## config.mk

```make
export PLATFORM = sky130hd
export DESIGN_NAME = receive_fsm
export DESIGN_NICKNAME = d
export VERILOG_FILES = /design/src/rtl/receive_fsm.sv
export SDC_FILE = /design/constraint.sdc
export NUM_CORES = 1
export LEC_CHECK = 0
export BUFFER_PORTS_ARGS = -buffer_cell sky130_fd_sc_hd__buf_2
export CORE_ASPECT_RATIO = 0.5
export CORE_MARGIN = 3
export CORE_UTILIZATION = 55
export DETAILED_ROUTE_END_ITERATION = 8
export GPL_ROUTABILITY_DRIVEN = 0
export PLACE_DENSITY_LB_ADDON = 0.2
export SLEW_MARGIN = 20
export SYNTH_ARGS = -nofsm -noshare
export SYNTH_HDL_FRONTEND = slang
export SYNTH_SLANG_ARGS = --single-unit
export TNS_END_PERCENT = 20
```

## constraint.sdc

```tcl
create_clock -name clk -period 5 [get_ports clk]
set_input_delay 0.75 -clock clk [delete_from_list [all_inputs] [get_ports clk]]
set_output_delay 0.75 -clock clk [all_outputs]
set_load 0.02 [all_outputs]
```

## src/rtl/receive_fsm.sv

```systemverilog
// -----------------------------------------------------------------------------
// receive_fsm
//
// Receive-side sequencer for one ultrasound A-line. It is armed before a
// firing and starts its timeline when transmit_complete asserts. After a
// programmable blanking interval it captures num_samples echo ADC samples
// into an internal first-word-fall-through FIFO. The samples are streamed out
// over a valid/ready interface. It then pulses next_aline to release the
// transmitter.
//
// Ports:
//   clk                 system clock, all logic on posedge
//   rst                 asynchronous active-low reset
//   arm                 IDLE -> ARMED request (level)
//   abort               forces IDLE and flushes the FIFO (level)
//   transmit_complete   starts the receive timeline (level)
//   blank_count         cycles discarded after the trigger (latched at trigger)
//   num_samples         samples per A-line (latched at trigger)
//   adc_data/adc_valid  echo sample input
//   m_data/m_valid/m_last/m_ready  sample stream output (FIFO head)
//   receive_in_progress high in BLANK, ACQUIRE and DRAIN
//   aline_done          one-cycle pulse in DONE
//   next_aline          one-cycle pulse, coincident with aline_done
//   overflow            sticky: a sample was dropped on a full FIFO
// -----------------------------------------------------------------------------
module receive_fsm #(
    parameter int SAMPLE_WIDTH   = 12,
    parameter int COUNT_NUM_BITS = 16,
    parameter int FIFO_AW        = 6
) (
    input  logic                      clk,
    input  logic                      rst,
    input  logic                      arm,
    input  logic                      abort,
    input  logic                      transmit_complete,
    input  logic [COUNT_NUM_BITS-1:0] blank_count,
    input  logic [COUNT_NUM_BITS-1:0] num_samples,
    input  logic [SAMPLE_WIDTH-1:0]   adc_data,
    input  logic                      adc_valid,
    output logic [SAMPLE_WIDTH-1:0]   m_data,
    output logic                      m_valid,
    output logic                      m_last,
    input  logic                      m_ready,
    output logic                      receive_in_progress,
    output logic                      aline_done,
    output logic                      next_aline,
    output logic                      overflow
);

    localparam int DEPTH = 1 << FIFO_AW;
    localparam logic [COUNT_NUM_BITS-1:0] CNT_ZERO = {COUNT_NUM_BITS{1'b0}};
    localparam logic [COUNT_NUM_BITS-1:0] CNT_ONE  = {{(COUNT_NUM_BITS-1){1'b0}}, 1'b1};
    localparam logic [FIFO_AW:0]          PTR_ZERO = {(FIFO_AW+1){1'b0}};
    localparam logic [FIFO_AW:0]          PTR_ONE  = {{FIFO_AW{1'b0}}, 1'b1};

    typedef enum logic [2:0] {
        S_IDLE    = 3'd0,
        S_ARMED   = 3'd1,
        S_BLANK   = 3'd2,
        S_ACQUIRE = 3'd3,
        S_DRAIN   = 3'd4,
        S_DONE    = 3'd5
    } state_t;

    state_t                    r_state;
    state_t                    w_next_state;
    logic [COUNT_NUM_BITS-1:0] r_blank_cnt;
    logic [COUNT_NUM_BITS-1:0] r_num;
    logic [COUNT_NUM_BITS-1:0] r_samp_cnt;
    logic [COUNT_NUM_BITS-1:0] w_samp_cnt_inc;

    // FIFO entry = {last tag, sample}
    logic [SAMPLE_WIDTH:0]     r_mem [DEPTH];
    logic [FIFO_AW:0]          r_wptr;
    logic [FIFO_AW:0]          r_rptr;
    logic                      w_empty;
    logic                      w_full;
    logic                      w_pop;
    logic                      w_acq_sample;
    logic                      w_wr;
    logic                      w_drop;
    logic                      w_last_sample;
    logic                      r_overflow;
    logic                      r_rip;
    logic                      r_done;

    assign w_empty = (r_wptr == r_rptr);
    assign w_full  = (r_wptr[FIFO_AW-1:0] == r_rptr[FIFO_AW-1:0]) &&
                     (r_wptr[FIFO_AW] != r_rptr[FIFO_AW]);
    assign w_pop   = ~w_empty & m_ready;

    // A sample only counts in ACQUIRE and never in the cycle abort wins.
    assign w_acq_sample   = (r_state == S_ACQUIRE) & adc_valid & ~abort;
    // A full FIFO still accepts a write when the head leaves in the same cycle.
    assign w_wr           = w_acq_sample & (~w_full | w_pop);
    assign w_drop         = w_acq_sample & w_full & ~w_pop;
    assign w_samp_cnt_inc = r_samp_cnt + CNT_ONE;
    assign w_last_sample  = w_acq_sample & (w_samp_cnt_inc == r_num);

    // Head of FIFO is forced to zero while empty so outputs are clean at reset.
    assign m_valid             = ~w_empty;
    assign m_data              = w_empty ? {SAMPLE_WIDTH{1'b0}} : r_mem[r_rptr[FIFO_AW-1:0]][SAMPLE_WIDTH-1:0];
    assign m_last              = w_empty ? 1'b0 : r_mem[r_rptr[FIFO_AW-1:0]][SAMPLE_WIDTH];
    assign receive_in_progress = r_rip;
    assign aline_done          = r_done;
    assign next_aline          = r_done;
    assign overflow            = r_overflow;

    // State register.
    always_ff @(posedge clk or negedge rst) begin
        if (!rst) begin
            r_state <= S_IDLE;
        end else begin
            r_state <= w_next_state;
        end
    end

    // Next-state logic; abort overrides every transition.
    always_comb begin
        w_next_state = r_state;
        if (abort) begin
            w_next_state = S_IDLE;
        end else begin
            case (r_state)
                S_IDLE: begin
                    if (arm) w_next_state = S_ARMED;
                    else     w_next_state = S_IDLE;
                end
                S_ARMED: begin
                    if (!transmit_complete)                                  w_next_state = S_ARMED;
                    else if (blank_count == CNT_ZERO && num_samples == CNT_ZERO) w_next_state = S_DRAIN;
                    else if (blank_count == CNT_ZERO)                        w_next_state = S_ACQUIRE;
                    else                                                     w_next_state = S_BLANK;
                end
                S_BLANK: begin
                    // Nothing to acquire when num_samples is zero: skip straight to DRAIN.
                    if (r_blank_cnt != CNT_ONE) w_next_state = S_BLANK;
                    else if (r_num == CNT_ZERO) w_next_state = S_DRAIN;
                    else                        w_next_state = S_ACQUIRE;
                end
                S_ACQUIRE: begin
                    if (w_last_sample) w_next_state = S_DRAIN;
                    else               w_next_state = S_ACQUIRE;
                end
                S_DRAIN: begin
                    if (w_empty) w_next_state = S_DONE;
                    else         w_next_state = S_DRAIN;
                end
                S_DONE:  w_next_state = S_IDLE;
                default: w_next_state = S_IDLE;
            endcase
        end
    end

    // Blanking and sample counters, latched on the trigger.
    always_ff @(posedge clk or negedge rst) begin
        if (!rst) begin
            r_blank_cnt <= CNT_ZERO;
            r_num       <= CNT_ZERO;
            r_samp_cnt  <= CNT_ZERO;
        end else if (abort) begin
            r_blank_cnt <= r_blank_cnt;
            r_num       <= r_num;
            r_samp_cnt  <= r_samp_cnt;
        end else if (r_state == S_ARMED && transmit_complete) begin
            r_blank_cnt <= blank_count;
            r_num       <= num_samples;
            r_samp_cnt  <= CNT_ZERO;
        end else if (r_state == S_BLANK) begin
            r_blank_cnt <= r_blank_cnt - CNT_ONE;
        end else if (w_acq_sample) begin
            r_samp_cnt  <= w_samp_cnt_inc;
        end else begin
            r_samp_cnt  <= r_samp_cnt;
        end
    end

    // FIFO pointers; abort empties the FIFO by resetting both pointers.
    always_ff @(posedge clk or negedge rst) begin
        if (!rst) begin
            r_wptr <= PTR_ZERO;
            r_rptr <= PTR_ZERO;
        end else if (abort) begin
            r_wptr <= PTR_ZERO;
            r_rptr <= PTR_ZERO;
        end else begin
            if (w_wr)  r_wptr <= r_wptr + PTR_ONE;
            if (w_pop) r_rptr <= r_rptr + PTR_ONE;
        end
    end

    // FIFO storage; contents are qualified by the pointers so no reset is needed.
    always_ff @(posedge clk) begin
        if (w_wr) r_mem[r_wptr[FIFO_AW-1:0]] <= {w_last_sample, adc_data};
    end

    // Registered status outputs derived from the next state.
    always_ff @(posedge clk or negedge rst) begin
        if (!rst) begin
            r_rip      <= 1'b0;
            r_done     <= 1'b0;
            r_overflow <= 1'b0;
        end else begin
            r_rip  <= (w_next_state == S_BLANK) || (w_next_state == S_ACQUIRE) ||
                      (w_next_state == S_DRAIN);
            r_done <= (w_next_state == S_DONE);
            if (!abort && r_state == S_IDLE && arm) r_overflow <= 1'b0;
            else if (w_drop)                        r_overflow <= 1'b1;
            else                                    r_overflow <= r_overflow;
        end
    end

endmodule
```

==> results of run 1 <==
## synth_stat cells, drive strengths merged, types with 5 or more instances
master | count | area (µm²)
ha | 5 | 62.56
and2 | 7 | 45.05
or3 | 8 | 50.05
nor2b | 5 | 31.28
mux2i | 29 | 290.3
nand3b | 8 | 60.06
a21oi | 23 | 115.1
inv | 6 | 22.52
nor3 | 12 | 60.06
xor2 | 13 | 113.9
xnor2 | 18 | 157.7
o22ai | 14 | 87.58
nand2 | 87 | 326.6
clkbuf | 58 | 217.7
nand2b | 8 | 50.05
mux4 | 261 | 5878
nand3 | 16 | 92.59
dfrtp | 68 | 1702
o31ai | 11 | 82.58
nand4 | 15 | 108.9
o21ai | 44 | 220.2
edfxtp | 832 | 24980
nor2 | 112 | 422.9
nor4 | 18 | 112.6
or2 | 5 | 31.28
buf | 42 | 207.7
## worst max-delay path, stage by stage (launching register included)
cell	delay, ns
dfrtp_4	0.68
buf_4	0.52
mux4_2	0.39
mux4_2	0.57
mux2i_1	0.27
o22ai_1	0.37
buf_2	0.30
## layout make-up
type                            count  area [µm²]
Sequential cell                   900       26700
Fill cell                        4360       23590
Multi-Input combinational cell    777        8934
Clock buffer                       94        2054
Timing Repair Buffer              161        1159
Tap cell                          871        1090
Clock inverter                     47       377.9
Inverter                            6       22.52
Antenna cell                        1       2.502
## layer usage
metal  part of all wire [%]  wire, µm  vias up
met5                  0.011         9        -
met4                    1.8      1496        2
met3                     10      8396      101
met2                     45     37020      876
met1                     43     35600     9684
li1                       -         -     7650
## metrics by stage
stage / utilization, % / hold slack, ns / instances / setup WS, ns
after floorplan: - / 0.4481 / 1783 / 1.366
after global placement: 59.26 / 0.4799 / 2715 / 1.166
after detailed placement: 59.26 / 0.4789 / 2715 / 1.194
after CTS: 63.07 / 0.3238 / 2856 / 0.5338
after global routing: 63.10 / 0.3513 / 2856 / 0.3658
final: 63.10 / 0.3482 / 2857 / 0.4856
## where the power goes
group	switching, µW	internal, µW	leakage (µW)
registers	150	8320	0.00852
clock network	2650	3210	0.00120
logic	410	291	0.00304
## logic make-up (layout without fill, tap and decap cells)
kind of cell               after synthesis  count (layout)  synth area share (%)
buffers and inverters                  106             308                 1.242
and+or+nand+nor                        322             322                 4.420
DFF                                    900             900                 73.99
xor gates and xnor gates                31              31                0.7528
muxes                                  290             290                 17.10
adders and majority gates                5               5                0.1735
other                                    0               1                     0
AOI/OAI and AO/OA                      129             129                 2.321
## sequential cells by signal, summed over array words and instances, names as in the netlist
name                 flops
r_mem                  832
r_blank_cnt             16
r_num                   16
r_samp_cnt              16
r_rptr                   7
r_wptr                   7
r_state                  3
aline_done               1
overflow                 1
receive_in_progress      1
## path summary, 6_finish.rpt
check / start / to / slack [ns] / cells after the start
worst max-delay path: r_rptr[1] / m_data[6] / 0.49 / 6
worst min-delay path: rst / r_num[9] / 0.35 / 2
worst max register to register: r_samp_cnt[0] / r_state[0] / 1.62 / 9
worst min register to register: r_samp_cnt[15] / r_samp_cnt[15] / 0.49 / 1
max in group asynchronous: rst / r_rptr[0] / 3.97 / 2
min in group clk: num_samples[15] / r_num[15] / 0.35 / 3
==> Flow_metrics.wiki, run 1 <==
{| class="wikitable"
! Metric !! Value
|-
| Crit share post-route || roughly nine tenths
|-
| Clock skew || 0.02634 ns
|-
| Vias per Instance || 6.410
|-
| GRT busiest layer || met1
|-
| Seq cells post-synth || 900
|-
| Syn nets || approximately 1,800
|-
| Primary flip-flop cell chosen by synthesis mapping || edfxtp_1
|-
| Met3 track demand over resource || 5.912%
|-
| Final setup vio count || 0
|-
| Max_cap viols || 0
|-
| Global-route usage over all layers || 24.57%
|-
| Number of synthesized flops with an enable pin || about 830
|-
| Achievable Freq || 221.5 MHz
|-
| CTS H-tree depth || 3
|-
| Global-route wire length before repair || 123.4 mm
|-
| Maximum resistive drop on vdd || 261.3 µV
|-
| Sequential cell area fraction in the yosys report || 73.99%
|-
| Layout cell share with drive strength beyond 1 || roughly 28%
|-
| Clock Tree Root || clkbuf_16
|-
| Number of nets in the layout || between 1,500 and 2,000
|-
| Required arrival time at the worst endpoint || between 4 and 5 ns
|-
| Endpoint type of the worst setup path || output pin
|-
| Initial Utilization || 56.42%
|-
| Leakage power of the design || 0.01276 µW
|-
| Clock tree from TritonCTS || built
|-
| # DRC || 0
|-
| Leading cell type in the layout, fill and taps excluded || edfxtp_1
|-
| Vert. Die Dim || 187.1 µm
|-
| Met2 Usage GRT || 35.54%
|-
| Worst min path class || in2async
|-
| Total congestion overflow || 0
|-
| Die Footprint || 68,870 µm²
|-
| Final critical delay including setup and external delays || 4.514 ns
|-
| Final slew viol count || 0
|-
| FFs w/ async S/R, synth || around 7.6%
|-
| Number of buffers inserted by hold repair at cts || 0
|-
| Distinct cells, synth || 66
|-
| Worst skew pair latency || 0.62 ns
|-
| Post-CTS Repair Setup Buffers || 0
|-
| Area grow syn2layout || 11.84%
|-
| Number of buffers inserted during clock tree synthesis || 78
|-
| Critical setup path kind || reg2out
|-
| Synthesized cell area || around 36,000 µm²
|-
| Data arrival, critical path || between 3 and 4 ns
|-
| Antenna viol nets, final || 0
|-
| Critical path startpoint category || flip-flop
|-
| Half-perimeter wire length after detailed placement || between 40 and 50 mm
|-
| Number of vias after detailed routing || 18,310
|-
| Core area || between 60,000 and 70,000 µm²
|-
| Outcome || complete, no violations
|-
| Final design instance area without fill || 40,340 µm²
|-
| Port Buffer Count || 68
|-
| Syn avg cell area || 20.23 µm²
|-
| Total clock sinks || 900
|-
| Yosys warning count || 0
|-
| Wire length per cell || between 20 and 30 µm
|-
| Power per unit of standard cell area || 372.6 nW/µm²
|-
| Highest-count cells in the layout ignoring fill and taps || edfxtp_1 (832), mux4_2 (261), nor2_1 (111)
|-
| RSZ-0062 raised after global routing || no
|-
| Number of antenna violations at the first check in global routing || 1
|-
| Total power consumption of the routed design || 15,030 µW
|-
| Post-CTS Resized || 0
|-
| Total Negative Setup Slacks || 0 ns
|-
| First-pass iteration count of the detailed router || 7
|-
| Area after DPL || 37,880 µm²
|-
| Number of top-level pins || 69
|-
| Die W || 368.2 µm
|-
| Worst relative slew slack || 28.05%
|-
| Number of hold violations in the final report || 0
|-
| Gate count of the mapped netlist || 1,783
|-
| Via count of the first global-routing pass || 18,050
|-
| Measured slew at the worst slew-check pin || around 1.1 ns
|-
| Highest net fanout along the worst path || 33
|-
| CTS max path bufs || 3
|-
| Number of DRC markers after the initial detailed-route iteration || 2,750
|-
| Largest net degree at the start of global routing || 71
|-
| Clock-pin slew reported for the worst setup and hold paths after clock tree synthesis || about 0.060 ns
|-
| DRT Wirelength || 82.52 mm
|-
| Met1 layer usage reported by global route || 38.74%
|-
| Standard-cell rows || 65
|}
No activity file was read; power rests on OpenSTA's default activity.
==> inputs of run 2 (changes only) <==
--- a/config.mk
+++ b/config.mk
@@ -8,7 +8,7 @@
 export BUFFER_PORTS_ARGS = -buffer_cell sky130_fd_sc_hd__buf_2
 export CORE_ASPECT_RATIO = 0.5
 export CORE_MARGIN = 3
-export CORE_UTILIZATION = 55
+export CORE_UTILIZATION = 35
 export DETAILED_ROUTE_END_ITERATION = 8
 export GPL_ROUTABILITY_DRIVEN = 0
 export PLACE_DENSITY_LB_ADDON = 0.2
==> constraint.sdc (replaced) <==
create_clock -name clk -period 4.99 [get_ports clk]
set_input_delay 0.7485 -clock clk [delete_from_list [all_inputs] [get_ports clk]]
set_output_delay 0.7485 -clock clk [all_outputs]
set_load 0.02 [all_outputs]
==> Flow_metrics.wiki, run 2 (same netlist as run 1, synthesis figures left out) <==
{| class="wikitable"
! Metric !! Value
|-
| Outcome || complete, no violations
|-
| Post-CTS Resized || 0 (unchanged)
|-
| Required arrival time at the worst endpoint || 4.24 ns (about the same)
|-
| Total congestion overflow || 0 (unchanged)
|-
| Number of antenna violations at the first check in global routing || 3 (+2)
|-
| Critical path startpoint category || flip-flop
|-
| CTS max path bufs || 3 (unchanged)
|-
| Core area || 101,200 µm² (+58%)
|-
| Number of vias after detailed routing || 18,140 (-0.94%)
|-
| Port Buffer Count || 68 (unchanged)
|-
| First-pass iteration count of the detailed router || 6 (-1)
|-
| Leakage power of the design || 0.01305 µW (+2.2%)
|-
| Max_cap viols || 0 (unchanged)
|-
| Standard-cell rows || 82 (+26%)
|-
| Highest net fanout along the worst path || 17 (-48%)
|-
| Largest net degree at the start of global routing || 69 (-2.8%)
|-
| Start of the worst register-to-register path || r_rptr[0]
|-
| Area after DPL || 38,620 µm² (+1.9%)
|-
| Worst hold slack across all endpoints || 0.2109 ns (-0.1373 ns)
|-
| Achievable Freq || approximately 220 MHz
|-
| Clock tree from TritonCTS || built
|-
| Global-route usage over all layers || 17.10% (-7.5 points)
|-
| Final design instance area without fill || 41,500 µm² (+2.9%)
|-
| Total Negative Setup Slacks || 0 ns (unchanged)
|-
| Die Footprint || 107,200 µm² (+56%)
|-
| Clock-pin slew reported for the worst setup and hold paths after clock tree synthesis || 0.06 ns (about the same)
|-
| Critical setup path kind || reg2out
|-
| Number of hold violations in the final report || 0 (unchanged)
|-
| Number of top-level pins || 69 (unchanged)
|-
| Final setup vio count || 0 (unchanged)
|-
| Number of buffers inserted by hold repair at cts || 0 (unchanged)
|-
| Half-perimeter wire length after detailed placement || 53.49 mm (+13%)
|-
| Die W || 460.0 µm (+25%)
|-
| Initial Utilization || 35.65% (-21 points)
|-
| RSZ-0062 raised after global routing || no
|-
| CTS H-tree depth || 3 (unchanged)
|-
| Worst relative slew slack || 23.78% (-4.3 points)
|-
| Number of fill cells in the layout || 8,948 (+110%)
|-
| Vias per Instance || 5.394 (-16%)
|-
| Via count of the first global-routing pass || 18,190 (+0.76%)
|-
| Number of nets in the layout || 2,004 (+1.2%)
|-
| Measured slew at the worst slew-check pin || 1.139 ns (+0.06378 ns)
|-
| Capture instance of the worst register-to-register path || r_mem[6][0]
|-
| Worst skew pair latency || 0.68 ns (+0.06 ns)
|-
| Highest-count cells in the layout ignoring fill and taps || edfxtp_1 (832), mux4_2 (261), nor2_1 (111)
|-
| DRT Wirelength || 90.61 mm (+9.8%)
|-
| # DRC || 0 (unchanged)
|-
| Number of DRC markers after the initial detailed-route iteration || 1,817 (-34%)
|-
| Total clock sinks || 900 (unchanged)
|-
| Vert. Die Dim || 233.0 µm (+25%)
|-
| Crit share post-route || 90.76%
|-
| Global-route wire length before repair || 132.0 mm (+6.9%)
|-
| Data arrival, critical path || 3.78 ns (+0.02 ns)
|-
| Area grow syn2layout || 15.06%
|-
| Worst min path class || in2async
|-
| Endpoint type of the worst setup path || output pin
|-
| Length in cells of the worst reg-to-reg path || 10 (+1)
|-
| Worst R2R Setup Slack || 1.45 ns (-0.17 ns)
|-
| Core occupancy in the finished layout || 41.02% (-22 points)
|-
| Maximum resistive drop on vdd || 206.8 µV (-21%)
|-
| Largest register FFs || 832 (unchanged)
|-
| Total power consumption of the routed design || 15,860 µW (+5.5%)
|-
| Clock skew || 0.04326 ns (+0.01691 ns)
|-
| Power per unit of standard cell area || 382.2 nW/µm² (+2.6%)
|-
| Layout cell share with drive strength beyond 1 || 29.00% (+1.2 points)
|-
| Storage element area || 26,700 µm² (unchanged)
|-
| Leading cell type in the layout, fill and taps excluded || edfxtp_1
|-
| Final critical delay including setup and external delays || 4.529 ns
|-
| Number of buffers inserted during clock tree synthesis || 85 (+9.0%)
|-
| Antenna viol nets, final || 0 (unchanged)
|-
| Wire length per cell || 26.94 µm (-6.7%)
|-
| Post-CTS Repair Setup Buffers || 0 (unchanged)
|-
| Final slew viol count || 0 (unchanged)
|-
| Combined area of the multi-input logic cells || 8934 µm² (unchanged)
|-
| Clock Tree Root || clkbuf_16
|}
-- run 2: layer usage --
layer	vias up	wire, µm	GRT usage (%)
met5	-	0	0
met4	0	1682	3.551
met3	114	5706	3.740
met2	493	41240	25.81
met1	9826	41980	25.49
li1	7707	-	-
-- run 2: per-stage QoR --
step           setup WS, ns  instances
2_1_floorplan         1.356       1783
6_report             0.4609       3363
3_3_place_gp          1.100       3205
4_1_cts              0.3383       3361
3_5_place_dp          1.104       3205
5_1_grt              0.2945       3361
-- run 2: worst max-delay path, cell delays in order (launching register included) --
cell	delay (ns)
dfrtp_4	0.73
buf_4	0.43
mux4_2	0.55
mux4_2	0.54
mux2i_1	0.40
o22ai_1	0.23
buf_2	0.22
-- run 2: how the worst max path moves through the flow --
stage          cells after the start           end  slack (ns)     startpoint
6_report                           6     m_data[3]        0.46      r_rptr[0]
4_1_cts                            6    m_data[11]        0.34      r_rptr[0]
3_5_place_dp                       6    m_data[11]        1.10      r_rptr[0]
2_1_floorplan                      7  r_mem[0][12]        1.36  r_samp_cnt[0]
3_3_place_gp                       6    m_data[11]        1.10      r_rptr[0]
5_1_grt                            7    m_data[10]        0.29      r_rptr[0]
-- run 2: final cells by class --
class	instances	area share (%)
Antenna cell	2	0.01206
Clock buffer	96	5.300
Clock inverter	60	1.607
Inverter	6	0.05427
Multi-Input combinational cell	777	21.53
Sequential cell	900	64.34
Tap cell	1344	4.052
Timing Repair Buffer	178	3.111
-- run 2: power by group --
group / total [µW] / internal (µW) / switching [µW]
clock: 6650 / 3770 / 2880
combinational: 714 / 293 / 421
sequential: 8500 / 8340 / 157
